[src/rtl/fifo_wr_arbiter.sv]
// fifo_wr_arbiter
//   Round-robin write arbiter in front of a shared synchronous FIFO. One
//   requester at a time owns the FIFO write port for a burst of up to
//   MAX_BURST beats. Ownership ends when the burst completes or when the
//   owner drops its valid. Picking the next owner costs one idle cycle.
//
// Parameters
//   DATA_WIDTH : width of one data beat
//   NUM_REQ    : number of requesters (2..16)
//   MAX_BURST  : maximum beats per grant (1..255)
//
// Ports
//   clk          : clock, rising edge
//   reset        : synchronous active-high reset
//   req_valid    : per-requester valid
//   req_data     : per-requester data, element i belongs to requester i
//   req_ready    : per-requester accept
//   fifo_full    : full flag from the shared FIFO
//   fifo_wr_en   : FIFO write enable
//   fifo_data_in : FIFO write data, zero when no requester owns the FIFO
//   grant_id     : current owner, or the last owner while idle
//   busy         : high while a requester owns the FIFO
module fifo_wr_arbiter #(
    parameter int unsigned DATA_WIDTH = 8,
    parameter int unsigned NUM_REQ    = 4,
    parameter int unsigned MAX_BURST  = 4
) (
    input  logic                                 clk,
    input  logic                                 reset,
    input  logic [NUM_REQ-1:0]                   req_valid,
    input  logic [NUM_REQ-1:0][DATA_WIDTH-1:0]   req_data,
    output logic [NUM_REQ-1:0]                   req_ready,
    input  logic                                 fifo_full,
    output logic                                 fifo_wr_en,
    output logic [DATA_WIDTH-1:0]                fifo_data_in,
    output logic [$clog2(NUM_REQ)-1:0]           grant_id,
    output logic                                 busy
);

    localparam int unsigned IdW = $clog2(NUM_REQ);

    typedef enum logic [0:0] {
        StIdle,
        StLock
    } state_e;

    state_e         state;
    logic [7:0]     beat_cnt;
    logic [IdW-1:0] owner;
    logic [IdW-1:0] last_grant;

    logic           in_lock;
    logic           owner_valid;
    logic           beat;
    logic           burst_done;

    logic [IdW-1:0] pick;
    logic           pick_valid;
    logic [IdW-1:0] pick_hi;
    logic           pick_hi_found;
    logic [IdW-1:0] pick_lo;
    logic           pick_lo_found;

    // Round-robin search starting just above last_grant. Requesters above
    // last_grant win over those at or below it, which gives the wrap.
    always_comb begin
        pick_hi       = '0;
        pick_hi_found = 1'b0;
        pick_lo       = '0;
        pick_lo_found = 1'b0;
        for (int i = 0; i < NUM_REQ; i++) begin
            if (req_valid[i]) begin
                if (IdW'(i) > last_grant) begin
                    if (!pick_hi_found) begin
                        pick_hi       = IdW'(i);
                        pick_hi_found = 1'b1;
                    end
                end else if (!pick_lo_found) begin
                    pick_lo       = IdW'(i);
                    pick_lo_found = 1'b1;
                end
            end
        end
        pick       = pick_hi_found ? pick_hi : pick_lo;
        pick_valid = pick_hi_found | pick_lo_found;
    end

    // Outputs are forced to zero while reset is high, even mid-burst, so
    // the FIFO never sees a write during the reset cycle.
    assign in_lock     = (state == StLock) && !reset;
    assign owner_valid = req_valid[owner];
    assign beat        = in_lock && owner_valid && !fifo_full;
    assign burst_done  = (beat_cnt + 8'd1) == 8'(MAX_BURST);

    always_comb begin
        req_ready    = '0;
        fifo_data_in = '0;
        if (in_lock) begin
            req_ready[owner] = !fifo_full;
            fifo_data_in     = req_data[owner];
        end
    end

    assign fifo_wr_en = beat;
    assign busy       = in_lock;
    assign grant_id   = reset ? '0 : owner;

    always_ff @(posedge clk) begin
        if (reset) begin
            state      <= StIdle;
            beat_cnt   <= 8'd0;
            owner      <= '0;
            // Start with the top requester as last winner so requester 0 wins first.
            last_grant <= IdW'(NUM_REQ - 1);
        end else begin
            case (state)
                StIdle: begin
                    if (pick_valid) begin
                        owner    <= pick;
                        beat_cnt <= 8'd0;
                        state    <= StLock;
                    end
                end
                StLock: begin
                    if (!owner_valid) begin
                        // Owner gave up: release without a beat.
                        state      <= StIdle;
                        last_grant <= owner;
                    end else if (beat) begin
                        beat_cnt <= beat_cnt + 8'd1;
                        if (burst_done) begin
                            state      <= StIdle;
                            last_grant <= owner;
                        end
                    end
                    // Full FIFO with valid owner: hold, no timeout.
                end
                default: state <= StIdle;
            endcase
        end
    end

endmodule

[config.mk]
export PLATFORM = sky130hd
export DESIGN_NAME = fifo_wr_arbiter
export DESIGN_NICKNAME = d
export VERILOG_FILES = /design/src/rtl/fifo_wr_arbiter.sv
export SDC_FILE = /design/constraint.sdc
export NUM_CORES = 1
export LEC_CHECK = 0
export ABC_AREA = 1
export CAP_MARGIN = 10
export CORE_UTILIZATION = 38
export CTS_BUF_LIST = sky130_fd_sc_hd__clkbuf_4 sky130_fd_sc_hd__clkbuf_8
export DETAILED_ROUTE_END_ITERATION = 10
export PLACE_DENSITY = 0.76
export SYNTH_ARGS = -nofsm -noshare
export SYNTH_HDL_FRONTEND = slang
export SYNTH_SLANG_ARGS = --single-unit
export TNS_END_PERCENT = 10
[constraint.sdc]
create_clock -name clk -period 1.35 [get_ports clk]
set_clock_uncertainty 0.1 [all_clocks]
set_input_delay 0.27 -clock clk [delete_from_list [all_inputs] [get_ports clk]]
set_output_delay 0.27 -clock clk [all_outputs]
set_load 0.005 [all_outputs]
==> results_dict.tcl <==
set metrics [dict create \
    grt_max_degree 11 \
    yosysWarnings 0 \
    r2r-start "owner[0]" \
    cp_max_fo 6 \
    holdPathStages 3 \
    reg2reg_to "beat_cnt[2]" \
    cts_tree "yes" \
    max_cap_violations 0 \
    worstRegToRegCells 10 \
    p_sw_share_pct 37.6 \
    syn_inst 163 \
    fin_crit_sh_pct 133 \
    rrSetupSlack_ps -300 \
    antenna_found_initial 0 \
    syn_area_um2 1140 \
    pwr_density_cell_nw_per_um2 741 \
    start_util_pct 40.6 \
    end_kind "primary output" \
    p_leak_nw 0.932 \
    yosysSeqAreaShare_pct 22.9 \
    synth_area_leader_cell "dfxtp_1" \
    yosysUniqueCellTypes 30 \
    num_antenna_cells 0 \
    port-buffer-count 54 \
    clkSinkCount 13 \
    coreArea_um2 2810 \
    finalNetCount 299 \
    cts_max_path_buffers 2 \
    worst-setup-path-type "reg -> out" \
    place.gp.congestion 0.838 \
    grt_pass1_wl_um 6940 \
    synth_top_area_share_pct 22.9 \
    placed_area_um2 1930 \
    setup_viol 29 \
    internal_power_w 0.00101 \
    worst_slack_ps -441 \
    htree_num_levels 1 \
    ant_nets 0 \
    slew_headroom_pct 83.8 \
    worstPathArrival_ps 1420 \
    totalPowerFinal_w 0.00161 \
    routed_wl_um 4330 \
    async_flop_share_pct 0 \
    wire_per_inst_um 15.0 \
    num_vias 1576 \
    final-max-slew-violation-count 0 \
    track_usage_pct 27.3 \
    synth_area_leaders "dfxtp_1 (23%), a22oi_1 (11%), nand2_1 (10%)" \
    drive_gt1_share_pct 45.3 \
    yosys_most_used_dff "dfxtp_1" \
    pre_cts_ws_ps -757 \
    cts_root_buf "clkbuf_4" \
    grt_pass1_vias 1541 \
    hp-start "reset" \
    holdPathEnd "beat_cnt[1]" \
    worst_pin_slew_ps 242 \
    cts_buffers 3 \
    hp-class "in -> reg" \
    firstDrtPassIters 8 \
    outcome "finished with violations" \
    peakVddDrop_mv 0.664 \
    violations "design-rule violations, negative setup slack" \
    drt_iter0_markers 105 \
    fp.dieW_um 56.7 \
    grt_setup_unrepaired "yes" \
    ys_top_cells_by_count "nand2_1 (31), a22oi_1 (16), a21oi_1 (15)" \
    ys_ff_latch 13 \
    synth_fp_nets 203 \
    clk_latency_ps 280 \
    cp-start-kind "flip-flop" \
    yosysMostFrequentCell "nand2_1" \
    vias_per_cell 5.45 \
    die-area_um2 3220 \
    crit_required_ps 980 \
    fp-row-count 19 \
    avgSynthCellArea_um2 6.99 \
    fp.dieH_um 56.7 \
    pwr-share-seq_pct 29.2 \
    hold_viol_final 0 \
    comb_power_share_pct 54.0 \
    p_clk_share_pct 16.8 \
    overflow 0 \
    min_period_ps 1790 \
    dp_hpwl_um 2910 \
    clk_pin_slew_ps 80 \
    synth-edff-count 0 \
    design_area_um2 2180 \
    max_clock_freq_mhz 558 \
    ioPinCount 55 \
    remaining_drc_errors 18 \
    p_sw_w 0.000606 \
    area_delta_synth_final_pct 91.1 \
]
-- flip-flops by register name (all words and copies together) (netlist names) --
signal,cells
beat_cnt,8
last_grant,2
owner,2
state,1
-- critical path, cell delays in order, from the launching register on --
cell	delay (ps)
dfxtp_4	400
buf_6	130
nor2_4	200
a22oi_2	130
a21oi_2	150
buf_2	130
-- final cells by class --
cell class | instances | area, um2
Multi-Input combinational cell | 132 | 923
Inverter | 17 | 81.3
Timing Repair Buffer | 92 | 817
Fill cell | 197 | 629
Clock buffer | 4 | 30.0
Tap cell | 31 | 38.8
Sequential cell | 13 | 285
-- cell families after synthesis --
family / share of synthesized area (%)
and+or+nand+nor: 39.7
AOI/OAI and AO/OA: 26.4
buffers and inverters: 10.0
DFF: 22.9
adders and majority gates: 1.10
-- metrics by stage --
stage	instances	hold WS, ps	utilization [%]	TNS [ps]
after detailed placement	271	391	68.7	-18690
after CTS	288	314	74.8	-7490
after global placement	271	380	68.7	-17600
after global routing	289	377	77.6	-9090
final	289	355	77.6	-7090
after floorplan	163	232	-	0
-- per-layer routing --
layer	up-vias	track usage [%]	part of all wire (%)
met3	8	4.84	6.9
met2	55	51.7	54
met1	741	29.9	38
met4	0	10.5	1.7
li1	772	-	-
met5	-	0	0
-- power by group through the flow --
stage	Sequential [W]	Combinational, W	Clock [W]
after CTS	0.000469	0.000809	0.000283
final	0.000471	0.000871	0.000271
after global placement	0.000474	0.000653	0
after detailed placement	0.000476	0.000666	0
after global routing	0.000477	0.000933	0.000289
after floorplan	0.000439	0.000388	0
-- how the worst max path moves through the flow --
stage                                 end  cells after the start     start
after floorplan             last_grant[1]                     10     state
after global placement         fifo_wr_en                      8     reset
after detailed placement     req_ready[0]                      7     reset
after CTS                 fifo_data_in[1]                      5  owner[0]
after global routing      fifo_data_in[4]                      5  owner[0]
final                     fifo_data_in[4]                      5  owner[0]
-- cell usage in the layout, fill, tap and decap left out, drive strengths merged --
cell / Yosys / routed
o22ai: 4 / 4
nand3: 14 / 14
inv: 16 / 16
clkbuf: 0 / 4
clkdlybuf4s50: 0 / 34
o21ai: 9 / 9
nor2: 18 / 21
o21bai: 2 / 2
a21oi: 16 / 16
dlygate4sd2: 0 / 4
clkinv: 1 / 1
a22oi: 16 / 16
dfxtp: 13 / 13
nand2: 41 / 41
buf: 4 / 54
o21a: 1 / 1
nand4: 4 / 4
ha: 1 / 1
nor3: 3 / 3
-- repair_timing --
item	CTS	global route
pin swaps	24	12
gates cloned	3	0
gates resized for setup	99	22
endpoints found under the setup margin	29	29
buffers inserted	10	1
hold buffers	0	0
(Power assumes the default switching activity.)
==> variant 1, RTL diff (same settings) <==
Reset style: asynchronous (`reset`), changed in one clocked block. Comments in the files are not updated.
--- a/src/rtl/fifo_wr_arbiter.sv
+++ b/src/rtl/fifo_wr_arbiter.sv
@@ -105,7 +105,7 @@
     assign busy       = in_lock;
     assign grant_id   = reset ? '0 : owner;
 
-    always_ff @(posedge clk) begin
+    always_ff @(posedge clk or posedge reset) begin
         if (reset) begin
             state      <= StIdle;
             beat_cnt   <= 8'd0;
Formal check against the unedited RTL: no difference found for any inputs over 10 cycles, from zero or initial values and one cycle with reset high; that may be too few to reach the edited logic, so the function may still have changed.
==> variant 1 against the original RTL <==
The run ends with negative setup slack left; worst hold slack worse by 0.19 ns; routed wire length is 5.0% higher; area after synthesis decreased by 3.4%; largest cell class is now buffers; critical path depth grew 1; final cell count did not move; final area fell by 0.75%; worst setup slack got worse by 0.21 ns; sequential cell count did not move.
Power is not compared: it rests on default switching activity, and its combinational part moved more than twofold at a synthesized area within 25%.
==> variant 1: results (changes against the original RTL) <==
The run finished, with violations left. The checks that failed: negative setup slack. The per-cell via count in the routed design works out to 5.46 (about the same). The worst register-to-register path begins at owner[0]. The count of TritonRoute iterations in the first routing pass is 4 (-4), and the routed length per instance is 15.7 µm (+5.0%). The worst hold slack across all endpoints was 0.170 ns (-0.185 ns); the number of failing setup endpoints in the final timing report was 29 (unchanged). Cell area reported after detailed placement: 0.00189 mm² (-1.7%).

The inverter count came out at 20 (+3). Path depth of the worst reg2reg path: 12 (+2). The run gives 126 (-4.5%) as the multi-input gate count.

The area used by sequential logic in the layout was 330 µm² (+16%); the biggest cell delay along the critical path was 0.44 ns (+0.04 ns). The run gives -0.45 ns (-0.15 ns) as the register-to-register setup slack. Destination of the critical timing path: fifo_data_in[6]. Sorting the synthesized cells by how often they occur yields sky130_fd_sc_hd__nand2_1, sky130_fd_sc_hd__nand3_1, sky130_fd_sc_hd__inv_1. For the sum of negative setup slack, the log shows -11.32 ns (-4.23 ns). The fraction of synthesis flops using an asynchronous set or reset pin was 100% (+100 points). Ranked by total cell area, the synthesized netlist is headed by sky130_fd_sc_hd__dfrtp_1, sky130_fd_sc_hd__nand2_1, sky130_fd_sc_hd__nand3_1. The share of final layout cell area taken by clock buffers and inverters was 1.39% (+0.010 points).

The DRC marker count from the first detailed-route iteration was 68 (-35%); the share of the core filled with cells was 78.3% (+0.75 points). The smallest setup slack after layout was -0.648 ns (-0.208 ns). Among cell families on the critical path, the largest total delay comes from buffers and inverters.
variant 1: logic make-up (layout without fill, tap and decap cells):
kind of cell / after synthesis / count (layout) / synth area share (%)
AO/OA/AOI/OAI: 34 / 34 / 19.2
XOR/XNOR: 3 / 3 / 2.39
adder cells (fa/ha/maj): 1 / 1 / 1.14
buffers and inverters: 25 / 119 / 9.44
flip-flops: 13 / 13 / 29.8
AND/OR/NAND/NOR: 88 / 88 / 38.0
variant 1: per-layer routing:
layer	track usage [%]	up-vias	share of wire, %
met2	50.9	74	54
met4	8.93	0	3.0
met3	5.58	15	5.8
met5	0	-	0
met1	34.7	736	38
li1	-	752	-
variant 1: stage by stage:
step	power, µW	std cells
5_1_grt	3730	289
4_1_cts	3220	287
3_5_place_dp	2550	271
3_3_place_gp	2480	271
6_report	3510	289
2_1_floorplan	1620	164
variant 1: repair_timing:
item / CTS / global route
pin swaps: 12 / 6
cloned: 0 / 0
resized for setup: 85 / 27
setup endpoints to repair: 29 / 29
setup buffers: 12 / 2
==> variant 2, RTL diff (same flow settings) <==
Without the edit above. Change the parameter `DATA_WIDTH` from 8 to 6.
--- a/src/rtl/fifo_wr_arbiter.sv
+++ b/src/rtl/fifo_wr_arbiter.sv
@@ -21,7 +21,7 @@
 //   grant_id     : current owner, or the last owner while idle
 //   busy         : high while a requester owns the FIFO
 module fifo_wr_arbiter #(
-    parameter int unsigned DATA_WIDTH = 8,
+    parameter int unsigned DATA_WIDTH = 6,
     parameter int unsigned NUM_REQ    = 4,
     parameter int unsigned MAX_BURST  = 4
 ) (
Ports: changed (resized fifo_data_in and req_data); port bits go from 55 to 45. No check against the original RTL was run, so the function may have changed too.
==> variant 2 against the original RTL <==
The run ends with negative setup slack left; routed wire length fell by 2.3%; register-to-register slack worse by 0.06 ns; worst setup slack improved by 0.044 ns; sequential cell count is the same; area after synthesis is 12% lower; total power fell by 18%; final area fell by 7.6%; critical path depth grew 3; largest power group unchanged.
==> variant 2: results (changes against the original RTL) <==
The area used by multi-input combinational logic came out at 800 µm² (-13%). The logs give 0.30 ns (+0.02 ns) for the clock latency at the later pin of the worst-skew pair and 0.000929 µW (-0.33%) for the leakage power. The run finished, with violations left. The logs give 30.6% (+3.2 points) for the global-route usage over all layers and 273 (+0.74%) for the number of cells after detailed placement. The cell area reported after detailed placement is 0.00174 mm² (-9.8%). The first-pass GRT wire length was 6.26 mm (-9.8%); the smallest setup slack after layout was -0.397 ns (+0.0439 ns). The post-synthesis xor/xnor area fraction is 0.878% (+0.88 points). The worst min-delay path class was flip-flop to flip-flop.

The run gives 84.0% (+0.19 points) as the headroom to the max-slew limit. Number of failing setup endpoints in the final timing report: 27 (-6.9%). For the cell count after synthesis, the log shows 164 (+0.61%).

The count of input and output buffers was 44 (-19%). The DRC marker count from the first detailed-route iteration was 30 (-71%). The tools report the total vias in the final route as 1541 (-2.2%).

The number of warnings issued by yosys is 0 (unchanged), and the arrival time reported for the critical path endpoint is 1.38 ns (-0.04 ns). For the number of distinct library cells after synthesis, the log shows 26 (-13%). The sum of negative setup slack is -7.44 ns (-0.349 ns). The number of global-route vias before repair was 1439 (-6.6%). The biggest cell delay along the critical path works out to 0.43 ns (+0.03 ns). The routed length per instance was 14.7 µm (-1.9%); the HPWL after detailed placement was 2.76 mm (-5.2%). The routability-driven placement congestion ratio came out at 0.864 (+3.1%).

Count of TritonRoute iterations in the first routing pass: 6 (-2). The fraction of the mapped netlist area in compound gates was 24.5% (-1.9 points); the post-layout net count was 292 (-2.3%). The checks that failed: negative setup slack. The tools report the sequential fraction of the synthesis area as 26.1% (+3.2 points). The per-cell via count in the routed design works out to 5.35 (-1.9%). The number of filler instances in the final layout was 162 (-18%).

The tools report the pin count of the biggest net entering global routing as 9 (-2). Sorting the synthesized cells by how often they occur yields sky130_fd_sc_hd__nand2_1, sky130_fd_sc_hd__inv_1, sky130_fd_sc_hd__nor2_1. The run gives 0.000680 V (+2.5%) as the worst voltage drop across the vdd grid. Sorting the synthesized cells by area gives the leading types as sky130_fd_sc_hd__dfxtp_1, sky130_fd_sc_hd__nand2_1, sky130_fd_sc_hd__a22oi_1.

The share of final-layout standard cells stronger than drive strength 1 works out to 46.9% (+1.6 points). For the net count after synthesis, the log shows 197 (-3.0%). Top cell type's share of synthesized area: 26.1% (+3.2 points). The adder and majority gate portion of the synthesized area works out to 2.51% (+1.4 points).
-- variant 2: cell count changes after synthesis, sizes merged, moves of 2 or more --
cell   unedited run  this run
nor3              3         1
nand4             4         2
inv              16        24
nand3            14        16
o22ai             4         2
a22oi            16        12
a21oi            16        14
nand2            41        43
buf               4         2
o21ai             9         7
-- variant 2: cell type report --
| type | count | area share [%] |
|---|---|---|
| Clock buffer | 3 | 1.12 |
| Clock inverter | 1 | 0.249 |
| Inverter | 25 | 5.42 |
| Multi-Input combinational cell | 124 | 39.8 |
| Sequential cell | 13 | 13.8 |
| Tap cell | 30 | 1.87 |
| Timing Repair Buffer | 92 | 37.7 |
-- variant 2: layer usage --
metal,track usage (%),part of all wire [%]
met3,5.17,6.1
met2,55.0,52
met5,0,0
met4,7.89,2.0
met1,36.6,40
-- variant 2: path summary, 6_finish.rpt --
| path | slack [ns] | startpoint | end | cells after the start |
|---|---|---|---|---|
| hold reg to reg | 0.38 | beat_cnt[7] | beat_cnt[7] | 2 |
| hold / removal | 0.38 | beat_cnt[7] | beat_cnt[7] | 2 |
| setup reg to reg | -0.36 | owner[1] | beat_cnt[6] | 11 |
| setup / recovery | -0.40 | owner[1] | fifo_wr_en | 8 |
-- variant 2: what timing repair did --
action / 4_1_cts / 5_1_grt
setup endpoints to repair: 27 / 27
pin swaps: 17 / 12
setup buffers: 9 / 2
cloned: 0 / 0
resized for setup: 96 / 25
-- variant 2: logic make-up after synthesis --
family	after synthesis
compound gates	40
flops	13
xor+xnor	1
simple gates	81
buf+inv	27
fa+ha+maj	2
-- variant 2: power breakdown --
group / total [µW] / internal [µW] / switching, µW
Combinational: 619 / 342 / 277
Sequential: 447 / 404 / 42.9
Clock: 264 / 110 / 154
